[src/rtl/decode_stage_pipelined.sv]
// decode_stage_pipelined: RV32I/RV64I decode with one valid/ready output register,
// load-use bubble insertion, flush and illegal-instruction reporting.
`default_nettype none

module decode_stage_pipelined #(
  parameter int XLEN = 64,
  parameter bit RV64 = (XLEN == 64)
) (
  input  logic            i_clk,
  input  logic            i_rst_n,
  input  logic            i_valid,
  output logic            o_ready,
  input  logic [XLEN-1:0] i_pc,
  input  logic [31:0]     i_instruction,
  output logic [4:0]      o_rs1_index,
  output logic [4:0]      o_rs2_index,
  input  logic [XLEN-1:0] i_rs1_value,
  input  logic [XLEN-1:0] i_rs2_value,
  input  logic            i_flush,
  output logic            o_valid,
  input  logic            i_ready,
  output logic [XLEN-1:0] o_pc,
  output logic [XLEN-1:0] o_rs1_value,
  output logic [XLEN-1:0] o_rs2_value,
  output logic [XLEN-1:0] o_immediate,
  output logic [31:0]     o_instruction,
  output logic [4:0]      o_rd_index,
  output logic [1:0]      o_alu_op,
  output logic [1:0]      o_alu_a_src,
  output logic            o_alu_src,
  output logic            o_branch,
  output logic            o_jump,
  output logic            o_mem_read,
  output logic            o_mem_write,
  output logic            o_mem_to_reg,
  output logic            o_reg_write,
  output logic            o_word,
  output logic            o_illegal,
  output logic            o_hazard
);

  localparam logic [6:0] OP_R      = 7'b0110011;
  localparam logic [6:0] OP_IMM    = 7'b0010011;
  localparam logic [6:0] OP_LOAD   = 7'b0000011;
  localparam logic [6:0] OP_STORE  = 7'b0100011;
  localparam logic [6:0] OP_BRANCH = 7'b1100011;
  localparam logic [6:0] OP_JAL    = 7'b1101111;
  localparam logic [6:0] OP_JALR   = 7'b1100111;
  localparam logic [6:0] OP_LUI    = 7'b0110111;
  localparam logic [6:0] OP_AUIPC  = 7'b0010111;
  localparam logic [6:0] OP_IMM32  = 7'b0011011;
  localparam logic [6:0] OP_32     = 7'b0111011;

  logic [6:0]        opcode;
  logic              legal, rs1_used, rs2_used;
  logic              d_reg_write, d_mem_read, d_mem_write, d_mem_to_reg;
  logic              d_branch, d_jump, d_alu_src, d_word;
  logic [1:0]        d_alu_a_src, d_alu_op;
  logic signed [31:0] imm32;
  logic [XLEN-1:0]   imm_ext;
  logic              hazard, upd, accept;

  assign opcode      = i_instruction[6:0];
  assign o_rs1_index = i_instruction[19:15];
  assign o_rs2_index = i_instruction[24:20];

  always_comb begin
    legal        = 1'b0;
    rs1_used     = 1'b1;
    rs2_used     = 1'b0;
    d_reg_write  = 1'b0;
    d_mem_read   = 1'b0;
    d_mem_write  = 1'b0;
    d_mem_to_reg = 1'b0;
    d_branch     = 1'b0;
    d_jump       = 1'b0;
    d_alu_src    = 1'b0;
    d_word       = 1'b0;
    d_alu_a_src  = 2'b00;
    d_alu_op     = 2'b00;
    imm32        = '0;
    // Every listed opcode ends in 2'b11, so compressed encodings fall to default.
    case (opcode)
      OP_R:      begin legal = 1'b1; rs2_used = 1'b1; d_reg_write = 1'b1; d_alu_op = 2'b10; end
      OP_IMM:    begin legal = 1'b1; d_reg_write = 1'b1; d_alu_src = 1'b1; d_alu_op = 2'b11;
                       imm32 = 32'(signed'(i_instruction[31:20])); end
      OP_LOAD:   begin legal = 1'b1; d_reg_write = 1'b1; d_mem_read = 1'b1; d_mem_to_reg = 1'b1;
                       d_alu_src = 1'b1; imm32 = 32'(signed'(i_instruction[31:20])); end
      OP_STORE:  begin legal = 1'b1; rs2_used = 1'b1; d_mem_write = 1'b1; d_alu_src = 1'b1;
                       imm32 = 32'(signed'({i_instruction[31:25], i_instruction[11:7]})); end
      OP_BRANCH: begin legal = 1'b1; rs2_used = 1'b1; d_branch = 1'b1; d_alu_op = 2'b01;
                       imm32 = 32'(signed'({i_instruction[31], i_instruction[7],
                                            i_instruction[30:25], i_instruction[11:8], 1'b0})); end
      OP_JAL:    begin legal = 1'b1; rs1_used = 1'b0; d_reg_write = 1'b1; d_jump = 1'b1;
                       d_alu_src = 1'b1; d_alu_a_src = 2'b01;
                       imm32 = 32'(signed'({i_instruction[31], i_instruction[19:12],
                                            i_instruction[20], i_instruction[30:21], 1'b0})); end
      OP_JALR:   begin legal = 1'b1; d_reg_write = 1'b1; d_jump = 1'b1; d_alu_src = 1'b1;
                       imm32 = 32'(signed'(i_instruction[31:20])); end
      OP_LUI:    begin legal = 1'b1; rs1_used = 1'b0; d_reg_write = 1'b1; d_alu_src = 1'b1;
                       d_alu_a_src = 2'b10; imm32 = {i_instruction[31:12], 12'b0}; end
      OP_AUIPC:  begin legal = 1'b1; rs1_used = 1'b0; d_reg_write = 1'b1; d_alu_src = 1'b1;
                       d_alu_a_src = 2'b01; imm32 = {i_instruction[31:12], 12'b0}; end
      OP_IMM32:  begin legal = RV64; d_reg_write = 1'b1; d_alu_src = 1'b1; d_alu_op = 2'b11;
                       d_word = 1'b1; imm32 = 32'(signed'(i_instruction[31:20])); end
      OP_32:     begin legal = RV64; rs2_used = 1'b1; d_reg_write = 1'b1; d_alu_op = 2'b10;
                       d_word = 1'b1; end
      default:   legal = 1'b0;
    endcase
    if (!legal) begin
      d_reg_write  = 1'b0;
      d_mem_read   = 1'b0;
      d_mem_write  = 1'b0;
      d_mem_to_reg = 1'b0;
      d_branch     = 1'b0;
      d_jump       = 1'b0;
      d_alu_src    = 1'b0;
      d_word       = 1'b0;
      d_alu_a_src  = 2'b00;
      d_alu_op     = 2'b00;
    end
  end

  assign imm_ext = XLEN'(imm32);

  assign hazard = o_valid && o_mem_read && (o_rd_index != 5'd0) &&
                  ((rs1_used && (o_rd_index == o_rs1_index)) ||
                   (rs2_used && (o_rd_index == o_rs2_index)));
  assign o_hazard = hazard;
  assign upd      = !o_valid || i_ready;
  assign o_ready  = i_flush || (i_rst_n && upd && !hazard);
  assign accept   = i_valid && o_ready && !i_flush;

  always_ff @(posedge i_clk or negedge i_rst_n) begin
    if (!i_rst_n) begin
      o_valid       <= 1'b0;
      o_pc          <= '0;
      o_rs1_value   <= '0;
      o_rs2_value   <= '0;
      o_immediate   <= '0;
      o_instruction <= '0;
      o_rd_index    <= '0;
      o_alu_op      <= '0;
      o_alu_a_src   <= '0;
      o_alu_src     <= 1'b0;
      o_branch      <= 1'b0;
      o_jump        <= 1'b0;
      o_mem_read    <= 1'b0;
      o_mem_write   <= 1'b0;
      o_mem_to_reg  <= 1'b0;
      o_reg_write   <= 1'b0;
      o_word        <= 1'b0;
      o_illegal     <= 1'b0;
    end else if (i_flush || (upd && !accept)) begin
      // Bubble: controls cleared, data outputs keep their last values.
      o_valid      <= 1'b0;
      o_rd_index   <= '0;
      o_alu_op     <= '0;
      o_alu_a_src  <= '0;
      o_alu_src    <= 1'b0;
      o_branch     <= 1'b0;
      o_jump       <= 1'b0;
      o_mem_read   <= 1'b0;
      o_mem_write  <= 1'b0;
      o_mem_to_reg <= 1'b0;
      o_reg_write  <= 1'b0;
      o_word       <= 1'b0;
      o_illegal    <= 1'b0;
    end else if (upd) begin
      o_valid       <= 1'b1;
      o_pc          <= i_pc;
      o_rs1_value   <= (o_rs1_index == 5'd0) ? '0 : i_rs1_value;
      o_rs2_value   <= (o_rs2_index == 5'd0) ? '0 : i_rs2_value;
      o_immediate   <= imm_ext;
      o_instruction <= i_instruction;
      o_rd_index    <= legal ? i_instruction[11:7] : 5'd0;
      o_alu_op      <= d_alu_op;
      o_alu_a_src   <= d_alu_a_src;
      o_alu_src     <= d_alu_src;
      o_branch      <= d_branch;
      o_jump        <= d_jump;
      o_mem_read    <= d_mem_read;
      o_mem_write   <= d_mem_write;
      o_mem_to_reg  <= d_mem_to_reg;
      o_reg_write   <= d_reg_write;
      o_word        <= d_word;
      o_illegal     <= !legal;
    end
  end

endmodule

`default_nettype wire

[config.mk]
export PLATFORM = sky130hd
export DESIGN_NAME = decode_stage_pipelined
export DESIGN_NICKNAME = d
export VERILOG_FILES = /design/src/rtl/decode_stage_pipelined.sv
export SDC_FILE = /design/constraint.sdc
export NUM_CORES = 1
export LEC_CHECK = 0
export ABC_AREA = 1
export CAP_MARGIN = 20
export CORE_AREA = 2 2 213 215
export CTS_CLUSTER_SIZE = 10
export DETAILED_ROUTE_END_ITERATION = 8
export DIE_AREA = 0 0 215 217
export GPL_ROUTABILITY_DRIVEN = 0
export PLACE_DENSITY = 0.67
export SLEW_MARGIN = 15
export SYNTH_ARGS = -nofsm -noshare
export SYNTH_HDL_FRONTEND = slang
export SYNTH_SLANG_ARGS = --single-unit
[constraint.sdc]
create_clock -name i_clk -period 4.4 [get_ports i_clk]
set_clock_uncertainty 0.15 [all_clocks]
set_input_delay 0.66 -clock i_clk [delete_from_list [all_inputs] [get_ports i_clk]]
set_output_delay 0.66 -clock i_clk [all_outputs]
set_load 0.01 [all_outputs]
## Word level (Yosys, flattened, before mapping)

Cells that the tools add are included.

| word-level totals | value |
|---|---|
| bits in registers | 274 |
| input bits | 229 |
| output and inout bits | 319 |

| operators by class | value |
|---|---|
| equality and inequality tests | 13 |
| multiplexer cells | 49 |
| bitwise operators | 1 |
| reduce and logical (&&, ||, !) cells | 36 |

Operators by type and width:

| kind | count |
|---|---|
| $pmux 32 s5 | 1 |
| $mux 64 | 2 |
| $mux 1 | 35 |
| $eq 7x6->1 const B | 4 |
| $eq 7x5->1 const B | 3 |
| $eq 7x7->1 const B | 3 |
| $mux 5 | 3 |
| $mux 2 | 6 |
| $reduce_or 2->1 | 6 |
| $reduce_or 11->1 | 1 |
| $eq 5x5->1 | 2 |
| $logic_and 1x1->1 | 10 |
| $logic_not 5->1 | 2 |
| $reduce_or 9->1 | 1 |
| $reduce_or 4->1 | 2 |
| $reduce_or 8->1 | 1 |
| $eq 7x2->1 const B | 1 |
| $pmux 2 s3 | 1 |
| $logic_not 1->1 | 5 |
| $reduce_bool 5->1 | 1 |
| $logic_or 1x1->1 | 4 |
| $pmux 2 s2 | 1 |
| $reduce_or 3->1 | 1 |
| $reduce_and 2->1 | 1 |
| 2 further kinds | 2 |

## Logic depth before layout (Yosys ltp)

Gate-level depths: netlist of run 1.

| logic depth | value |
|---|---|
| word-level depth | 16 |
| depth in mapped cells | 14 |

## Worst setup path before layout of run 1

No wires, ideal clock.

| path | value |
|---|---|
| path type | input port to output port |
| start point | input i_instruction[1] |
| end point | output o_ready |
| data arrival time | 1.917 ns |
| required time | 3.590 ns |
| path slack | 1.673 ns |
| cell stages on the path | 12 |
| cell sequence | nand2_2 nor2_4 nand2_4 nand2_4 inv_2 nand3_1 nand2_1 nand2_2 buf_4 buf_2 nand2_1 nand2_1 |

| between the ends | value |
|---|---|
| cells in the longest elaborated chain, start to end | 9 |
| elaborated cells on any way between the ends | 18 |

Ends and longest elaborated chain:

| what | RTL line | RTL |
|---|---|---|
| start: declaration | 14 | `input logic [31:0] i_instruction,` |
| $eq 7x6->1, or another cell as far along | 83 | `case (opcode)` |
| $reduce_or 4->1 (no line) / $reduce_or 3->1 (equally long branches) | -- |  |
| $mux 1 | 83 |  |
| $logic_and 1x1->1, on equally long branches | 128, 127 |  |
| $logic_or 1x1->1 * | 127 | `((rs1_used && (o_rd_index == o_rs1_index)) \|\|` |
| $logic_and 1x1->1 * | 126 | `assign hazard = o_valid && o_mem_read && (o_rd_index != 5'd0) &&` |
| $logic_not 1->1 * | 131 | `assign o_ready = i_flush \|\| (i_rst_n && upd && !hazard);` |
| $logic_and 1x1->1 * | 131 |  |
| $logic_or 1x1->1 * | 131 |  |
| end: declaration | 12 | `output logic o_ready,` |

Every way passes the cells marked *; elsewhere a longest branch is shown, timed or not.

## Worst setup path after layout of run 1

| path | value |
|---|---|
| start point | input i_instruction[2] |
| end point | output o_ready |

Same word-level chain as after synthesis.

==> impl_metrics.ini, run 1 <==
[run_status]
status = finished clean

[sta]
setup_viol = 0
timing.fmax_mhz = 266
worst_pin_slew_ns = 0.887
finalHoldViolCount = 0
tns_ns = 0
fin_crit_sh_pct = 85.3
maxSlewViolCount = 0
holdWs_ns = 0.315
rsz0062_at_grt = no
min_period_ns = 3.75
relSlewSlack_pct = 40.9
fin_ws_ns = 0.646

[clocking]
path_clk_slew_ns = 0.05
cts.sinks = 274
clockRootBuffer = clkbuf_16
cts-htree-levels = 2
cts_made_buffers = 35
clk_path_buf_depth = 3
insertion_delay_ns = 0.55
cts_repair_resize_count = 0
cts_tree = yes

[routing]
detail_route.first_pass.iterations = 5
finalWirelength_mm = 51.2
drc_errors = 0
drtIter0Drc = 1076
wire_per_inst_um = 18.3
via_per_inst = 4.90
final_antenna_net_count = 0
vias = 13700

[global_routing]
overflow = 0
use_met1_pct = 27.1
grt_pass1_vias = 13400
grt-busiest-layer = met2
grt_max_degree = 152
grt_usage_pct = 21.3
antenna_found_initial = 2
grtUsageMet3_pct = 5.74
gr-usage-met2_pct = 34.5
grt_pass1_wl_mm = 79.1

[logic_synthesis]
syn-num-nets = 1973
synthTopCellsByCount = nand2_1, nand4_1, dfrtp_1, inv_1, clkbuf_1
synth.avg_cell_area_um2 = 7.82
yosys.area.top_type = dfrtp_1
post-synth-top-count-cell = nand2_1
yosysUniqueCellTypes = 28
yosysSeqAreaShare_pct = 50.3
yosysWarnings = 0
synth_top_area_share_pct = 50.3
synth_edf_count = 0
syn_inst = 1744
netlist_area_mm2 = 0.0136
ys_seq_elements = 274
async_flop_share_pct = 100
ys_top_cells_by_area = dfrtp_1, nand2_1, nand4_1, inv_1, buf_4
yosys_most_used_dff = dfrtp_1

[critical_path]
slowest_stage = clkdlybuf4s50_1
critical_path.endpoint_type = primary output
regToRegEndpoint = o_rs1_value[29]
r2r-start = o_rd_index[1]
reg2reg_slack_ns = 1.94
crit_top_cell = nand2_1
max_stage_delay_ns = 0.61
crit_fanout = 10
cp.arrival_ns = 2.94
critPathCapture = o_ready
worst-setup-path-type = primary input to primary output
path_delay_family = buffers and inverters
path_buf_inv = 3
required_ns = 3.59
critPathLaunch = i_instruction[2]
start_kind = primary input
path_cells = clkdlybuf4s50_1, nand2_2, nor2_4, nand2_4, nand2_4, inv_2, nand3_1, nand2_1, nand2_8, nand2_1, nand2_1, clkdlybuf4s50_1
ff2ff_path_depth = 11
path_depth = 12

[final_layout]
reg_top3 = o_pc x64, o_rs1_value x64, o_rs2_value x64
multi_input_area_mm2 = 0.00517
drive_gt1_share_pct = 3.97
syn_to_final_growth_pct = 48.4
nNetsFinal = 2403
seqCellArea_mm2 = 0.00686
n_fill_cell = 4432

[power_and_ir_drop]
vdd_drop_max_mv = 0.206
leakage_nw = 10.4
power.total_mw = 7.80
powerDensity_mw_per_mm2 = 385

[die]
die_w_um = 215
core_area_mm2 = 0.0447
dieArea_mm2 = 0.0467
die_h_um = 217
initial_utilization_pct = 30.5
ios = 548
rows = 78

[place]
io_buffers = 547
place_hpwl_mm = 35.2
place_ws_ns = 0.670

[worst_hold_path]
hold_path_class = register to register

[job]
drv_cap = 0
per-layer routing:
layer	share of wire (%)	vias up	wire, µm
met2	46	558	23800
met1	42	6542	21300
met4	4.2	0	2170
met5	0	-	0
met3	7.7	115	3920
li1	-	6463	-
layout by cell type, fill, tap and decap left out, types with 6 or more instances in the layout:
cell type        Yosys  final
inv_1              154    154
buf_12               0     10
nand2_1            755    754
buf_4               50     14
nor3_1               6      6
dfrtp_1            274    274
nand4_1            280    280
nor2_1              15     14
o21ai_0             10     10
clkbuf_16            0     36
clkbuf_1            80      9
clkdlybuf4s50_1      0    546
nand3_1             41     40
kinds of logic after synthesis:
logic type	Yosys count	synth area share, %
flip-flops	274	50.3
AND/OR/NAND/NOR	1109	36.5
AO/OA/AOI/OAI	16	0.624
buffers and inverters	338	12.1
XOR/XNOR	7	0.450
layout make-up:
cell class	count	area share, %
Timing Repair Buffer	573	28.7
Sequential cell	274	33.9
Antenna cell	1	0.0124
Clock inverter	5	0.445
Tap cell	600	3.71
Clock buffer	48	4.82
Multi-Input combinational cell	1132	25.5
Inverter	158	2.93
timing repair:
item | CTS | global route
setup buffers | 0 | 0
hold buffers | 1 | 0
hold endpoints to repair | 31 | 0
report_power, final:
| part | switching [mW] | internal, mW |
|---|---|---|
| Clock | 1.12 | 1.66 |
| Sequential | 0.206 | 2.89 |
| Combinational | 0.911 | 1.02 |
| Total | 2.23 | 5.57 |
worst min-delay path by stage:
stage	from	endpoint	slack, ns	cells past startpoint
global placement	o_rs1_value[41]	o_rs1_value[41]	0.30	2
global route	o_instruction[10]	o_instruction[10]	0.34	2
CTS	o_rs2_value[8]	o_rs2_value[8]	0.32	2
detailed placement	o_rs1_value[1]	o_rs1_value[1]	0.31	2
floorplan	i_rst_n	o_alu_a_src[0]	0.21	0
finish	o_rs2_value[8]	o_rs2_value[8]	0.31	2
worst register-to-register path: stages (launching register included):
cell and delay [ns]:
dfrtp_1 0.46, inv_1 0.09, nand2_1 0.08, nand2_1 0.06, nand3_1 0.07, nor2_1 0.05, nand3_1 0.06, nand2_1 0.13
nand2_8 0.15, buf_4 0.55, nand4_1 0.36, nand2_1 0.15
through the flow:
| step | cells | utilization [%] | instance area, µm² |
|---|---|---|---|
| finish | 2791 | 45.3 | 20200 |
| global route | 2791 | 45.3 | 20200 |
| CTS | 2789 | 45.3 | 20200 |
| detailed placement | 2735 | 42.9 | 19200 |
| global placement | 2735 | 42.9 | 19200 |
| floorplan | 1744 | - | 13600 |
No activity file was read; power rests on OpenSTA's default activity.
==> run 2: changes to the inputs <==
- CORE_AREA: 2 2 213 215 -> 2 2 214 216
- DIE_AREA: 0 0 215 217 -> 0 0 216 218
- clock period: 4.4 -> 3.9 ns (I/O delays scaled with it)
==> run 2 against run 1 <==
Net effect: final cell count about the same; critical path type unchanged; wire length decreased by 1.4%; non-clock buffer count fell by 2; register-to-register slack got worse by 0.61 ns; largest power group unchanged; hold slack gained 0.0022 ns; first-iteration DRC count fell by 7.8%; largest cell class unchanged.
==> impl_metrics.ini, run 2 (synthesis results as in run 1) <==
[power_and_ir_drop]
powerDensity_mw_per_mm2 = 437
vdd_drop_max_mv = 0.243
power_frac_clock_pct = 36.1
p_int_mw = 6.34
power_switching_mw = 2.53
swShare_pct = 28.5
leakage_nw = 10.4
power.total_mw = 8.87
p_seq_share_pct = 39.4
combPwrFrac_pct = 24.5

[global_routing]
grt_usage_pct = 20.8
grt_max_degree = 173
overflow = 0
grt_pass1_wl_mm = 77.6
grt_pass1_vias = 13100
antenna_found_initial = 2

[clocking]
cts_made_buffers = 36
insertion_delay_ns = 0.54
post-cts-setup-buffers = 0
cts.sinks = 274
path_clk_slew_ns = 0.05
cts_tree = yes
cts-htree-levels = 2
clockRootBuffer = clkbuf_16
clk_path_buf_depth = 3

[critical_path]
max_stage_delay_ns = 0.55
path_cells = clkdlybuf4s50_1, inv_2, nor2_1, nand3_2, nand2_4, inv_2, nand3_1, nand2_1, nand2_8, nand2_1, nand2_1, clkdlybuf4s50_1
crit_fanout = 13
worst-setup-path-type = primary input to primary output
r2r-start = o_rd_index[3]
crit_top_cell = nand2_1
cp.arrival_ns = 2.94
critical_path.endpoint_type = primary output
required_ns = 3.16
ff2ff_path_depth = 11
critPathLaunch = i_instruction[4]
start_kind = primary input
slowest_stage = clkdlybuf4s50_1

[worst_hold_path]
hp-start = o_rs2_value[0]
hold_path_class = register to register
hold_depth = 2

[sta]
worst_pin_slew_ns = 1.02
tns_ns = 0
finalHoldViolCount = 0
fin_crit_sh_pct = 94.3
holdWs_ns = 0.317
rsz0062_at_grt = no
fin_ws_ns = 0.221
timing.fmax_mhz = 272
relSlewSlack_pct = 32.1
min_period_ns = 3.68
maxSlewViolCount = 0
setup_viol = 0

[routing]
final_antenna_net_count = 0
wire_per_inst_um = 18.1
drtIter0Drc = 992
via_per_inst = 4.89
vias = 13600
drc_errors = 0
finalWirelength_mm = 50.4
detail_route.first_pass.iterations = 5

[die]
initial_utilization_pct = 30.4
rows = 78
die_h_um = 218
dieArea_mm2 = 0.0471
ios = 548
core_area_mm2 = 0.0449
die_w_um = 216

[place]
place_hpwl_mm = 34.4
place_ws_ns = 0.220
io_buffers = 547

[final_layout]
n_fill_cell = 4381
reg_top3 = o_pc x64, o_rs1_value x64, o_rs2_value x64
final_common_cell = nand2_1
drive_gt1_share_pct = 4.06
final_cell_mix = nand2_1, clkdlybuf4s50_1, nand4_1, dfrtp_1, inv_1
nNetsFinal = 2402
syn_to_final_growth_pct = 48.7
fin_util_pct = 45.2

[run_status]
status = finished clean

[job]
drv_cap = 0
## run 2: cell count changes in the layout (fill, tap and decap cells not counted)
| cell | previous run | this run |
|---|---|---|
| inv_6 | 1 | 2 |
| buf_12 | 10 | 11 |
| clkbuf_1 | 9 | 8 |
| clkbuf_16 | 36 | 37 |
| clkbuf_8 | 3 | 4 |
| buf_6 | 1 | 0 |
| buf_4 | 14 | 12 |
| clkinv_4 | 0 | 1 |
| clkinv_8 | 1 | 0 |
| clkinv_2 | 1 | 2 |
## run 2: area by class of cell
type / count / area [µm²] / area share (%)
multi-input cells: 1132 / 5170 / 25.5
well taps: 600 / 751 / 3.70
clock inverters: 7 / 96.3 / 0.475
repair buffers: 571 / 5800 / 28.6
clock buffers: 49 / 1010 / 4.98
flip-flops and latches: 274 / 6860 / 33.8
diodes: 1 / 2.50 / 0.0123
inverters: 158 / 593 / 2.92
## run 2: power by group through the flow
stage | Clock [mW] | Combinational, mW | Sequential, mW
2_1_floorplan | 0 | 0.587 | 3.72
3_3_place_gp | 0 | 2.16 | 3.52
3_5_place_dp | 0 | 2.19 | 3.54
4_1_cts | 3.30 | 2.20 | 3.50
5_1_grt | 3.40 | 2.35 | 3.55
6_report | 3.20 | 2.18 | 3.50
## run 2: metal layers
layer	track usage, %	vias to the layer above	routed length (µm)
li1	-	6450	-
met1	26.2	6562	20900
met2	33.6	523	23700
met3	5.94	111	3930
met4	8.49	2	1960
met5	0	-	13
## run 2: metrics by stage
stage / std cells / instance area [µm²]
finish: 2792 / 20300
global route: 2792 / 20300
CTS: 2791 / 20300
detailed placement: 2734 / 19200
global placement: 2734 / 19200
floorplan: 1744 / 13600
## run 2: repair_timing
action                    CTS  global route
hold endpoints to repair   49             0
resized for setup           0             0
hold buffers                1             0
## run 2: worst paths after layout
check                           slack (ns)              end
worst max-delay path                  0.22          o_ready
worst min-delay path                  0.32   o_rs2_value[0]
worst max register to register        1.33  o_rs2_value[31]
worst min register to register        0.32   o_rs2_value[0]
max in group asynchronous             1.90  o_rs2_value[19]
min in group asynchronous             0.38          o_pc[2]
## run 2: worst max-delay path, delay by kind of cell
| family | cells | cell delay [ns] |
|---|---|---|
| simple gates | 8 | 1.16 |
| buf+inv | 4 | 1.19 |
==> edit (settings of run 2) <==
Reset style: synchronous (`i_rst_n`), changed in one clocked block.
--- a/src/rtl/decode_stage_pipelined.sv
+++ b/src/rtl/decode_stage_pipelined.sv
@@ -131,7 +131,7 @@
   assign o_ready  = i_flush || (i_rst_n && upd && !hazard);
   assign accept   = i_valid && o_ready && !i_flush;
 
-  always_ff @(posedge i_clk or negedge i_rst_n) begin
+  always_ff @(posedge i_clk) begin
     if (!i_rst_n) begin
       o_valid       <= 1'b0;
       o_pc          <= '0;
Function: differs if i_rst_n is asserted again (counterexample within 4 cycles, from zero or initial values and one cycle with i_rst_n low); with i_rst_n held inactive, the same outputs for 4 cycles.
==> edit against run 2 <==
Area after synthesis is 8.4% lower. Sequential cell count did not move. Via count is 1.0% higher. Worst setup slack better by 0.13 ns. Critical path depth is the same. Final cell count is 0.32% lower. Register-to-register slack gained 0.06 ns. Wire length shrank 3.0%. Design area shrank 5.8%. Hold slack got worse by 0.0041 ns. Critical endpoint unchanged.
Power is not compared: it rests on default switching activity, and its combinational part moved more than twofold at a synthesized area within 25%.
==> edit: results (changes against run 2) <==
routed wl met2=22790 µm (-3.8%); initial antenna violation count=1 (-1); first-pass GRT wire length=74180 µm (-4.4%); vias in the first global route=12988 (-1.2%); HPWL Detailed=33270 µm (-3.2%); Post-Syn Nets=1981 (+0.41%); status=finished clean; wl on met1=19940 µm (-4.4%); total track usage=19.71% (-1.1 points); crit path DAT=2.81 ns (-0.13 ns); critical path launch point=i_instruction[2]; largest fanout on the critical path=7 (-6); R2R Path End=o_rs2_value[23]; r2r startpoint=o_rd_index[0]; sequential area share after synthesis=43.92% (-6.4 points); fillcell total=4535 (+3.5%); Slowest-stage cell, CP=clkdlybuf4s50_1; largest net degree at the start of global routing=165 (-4.6%); top cells by count, synth=450 x nand2_1, 274 x dfxtp_1, 265 x a21oi_1; Tightest Pin Transition=0.9747 ns (-0.04366 ns); Via Count=13788 (+1.0%); post-synth cell types=30 (+7.1%); fraction of registers with async set/reset=0% (-100 points); layout cell share with drive strength beyond 1=4.352% (+0.29 points); later-pin clock latency in the skew report=0.54 ns (about the same); Inserted Clock Buffers=35 (-2.8%); Area contributors post-synth=dfxtp_1 44%, nand2_1 14%, nand4_1 13%; drt total wl=48910 µm (-3.0%); fin nets=2395 (-0.29%); internal reg-to-reg setup slack=1.39 ns (+0.06 ns); final antenna diode count=0 (-1); DR WL met3=4198 µm (+6.7%)
-- edit: cells by family (layout without fill, tap and decap cells) --
kind of cell,count (synthesis),count (layout),share of synthesized area [%]
DFF,274,274,43.92
AOI/OAI and AO/OA,309,309,12.66
muxes,1,1,0.08015
and+or+nand+nor,775,775,28.93
xor gates and xnor gates,5,5,0.3506
buffers and inverters,388,819,14.06
-- edit: power by group through the flow --
stage	clock network [mW]	logic (mW)	registers [mW]
after floorplan	0	0.405	3.02
after global placement	0	0.982	2.98
after detailed placement	0	0.989	2.99
after CTS	3.08	0.992	2.93
after global routing	3.18	1.07	2.94
final	2.98	0.993	2.93
-- edit: per-layer routing --
layer / vias to the layer above / GRT usage, %
met5: - / 0
met4: 2 / 8.836
met3: 114 / 5.914
met2: 641 / 32.06
met1: 6407 / 24.03
li1: 6624 / -
-- edit: worst min path at each step --
| stage | start | to | cells after the start |
|---|---|---|---|
| 6_report | o_instruction[24] | o_instruction[24] | 2 |
| 5_1_grt | o_rs1_value[1] | o_rs1_value[1] | 2 |
| 4_1_cts | o_rs2_value[11] | o_rs2_value[11] | 2 |
| 3_5_place_dp | o_rs2_value[40] | o_rs2_value[40] | 2 |
| 3_3_place_gp | o_rs1_value[44] | o_rs1_value[44] | 2 |
| 2_1_floorplan | o_immediate[0] | o_immediate[0] | 2 |
-- edit: final cells by class --
class	instances	area (µm²)	share of cell area (%)
clock buffer	49	989.7	5.182
multi-input combinational	1090	5259	27.54
timing repair buffer	580	5864	30.71
clock inverter	5	40.04	0.2096
inverter	185	709.4	3.715
sequential	274	5485	28.72
tap	600	750.7	3.931
-- edit: critical path, delay by kind of cell --
| family | cells | cell delay (ns) |
|---|---|---|
| buffers and inverters | 5 | 1.33 |
| AOI/OAI and AO/OA | 1 | 0.15 |
| and+or+nand+nor | 6 | 0.73 |
-- edit: metrics by stage --
stage	hold WS [ns]	instances	instance area, µm²	setup WS, ns
after global routing	0.3255	2783	19100	0.1482
after detailed placement	0.3045	2729	18070	0.3606
after floorplan	0.3375	1752	12490	1.407
after CTS	0.3130	2783	19100	0.3637
final	0.3128	2783	19100	0.3500
after global placement	0.2998	2729	18070	0.4191
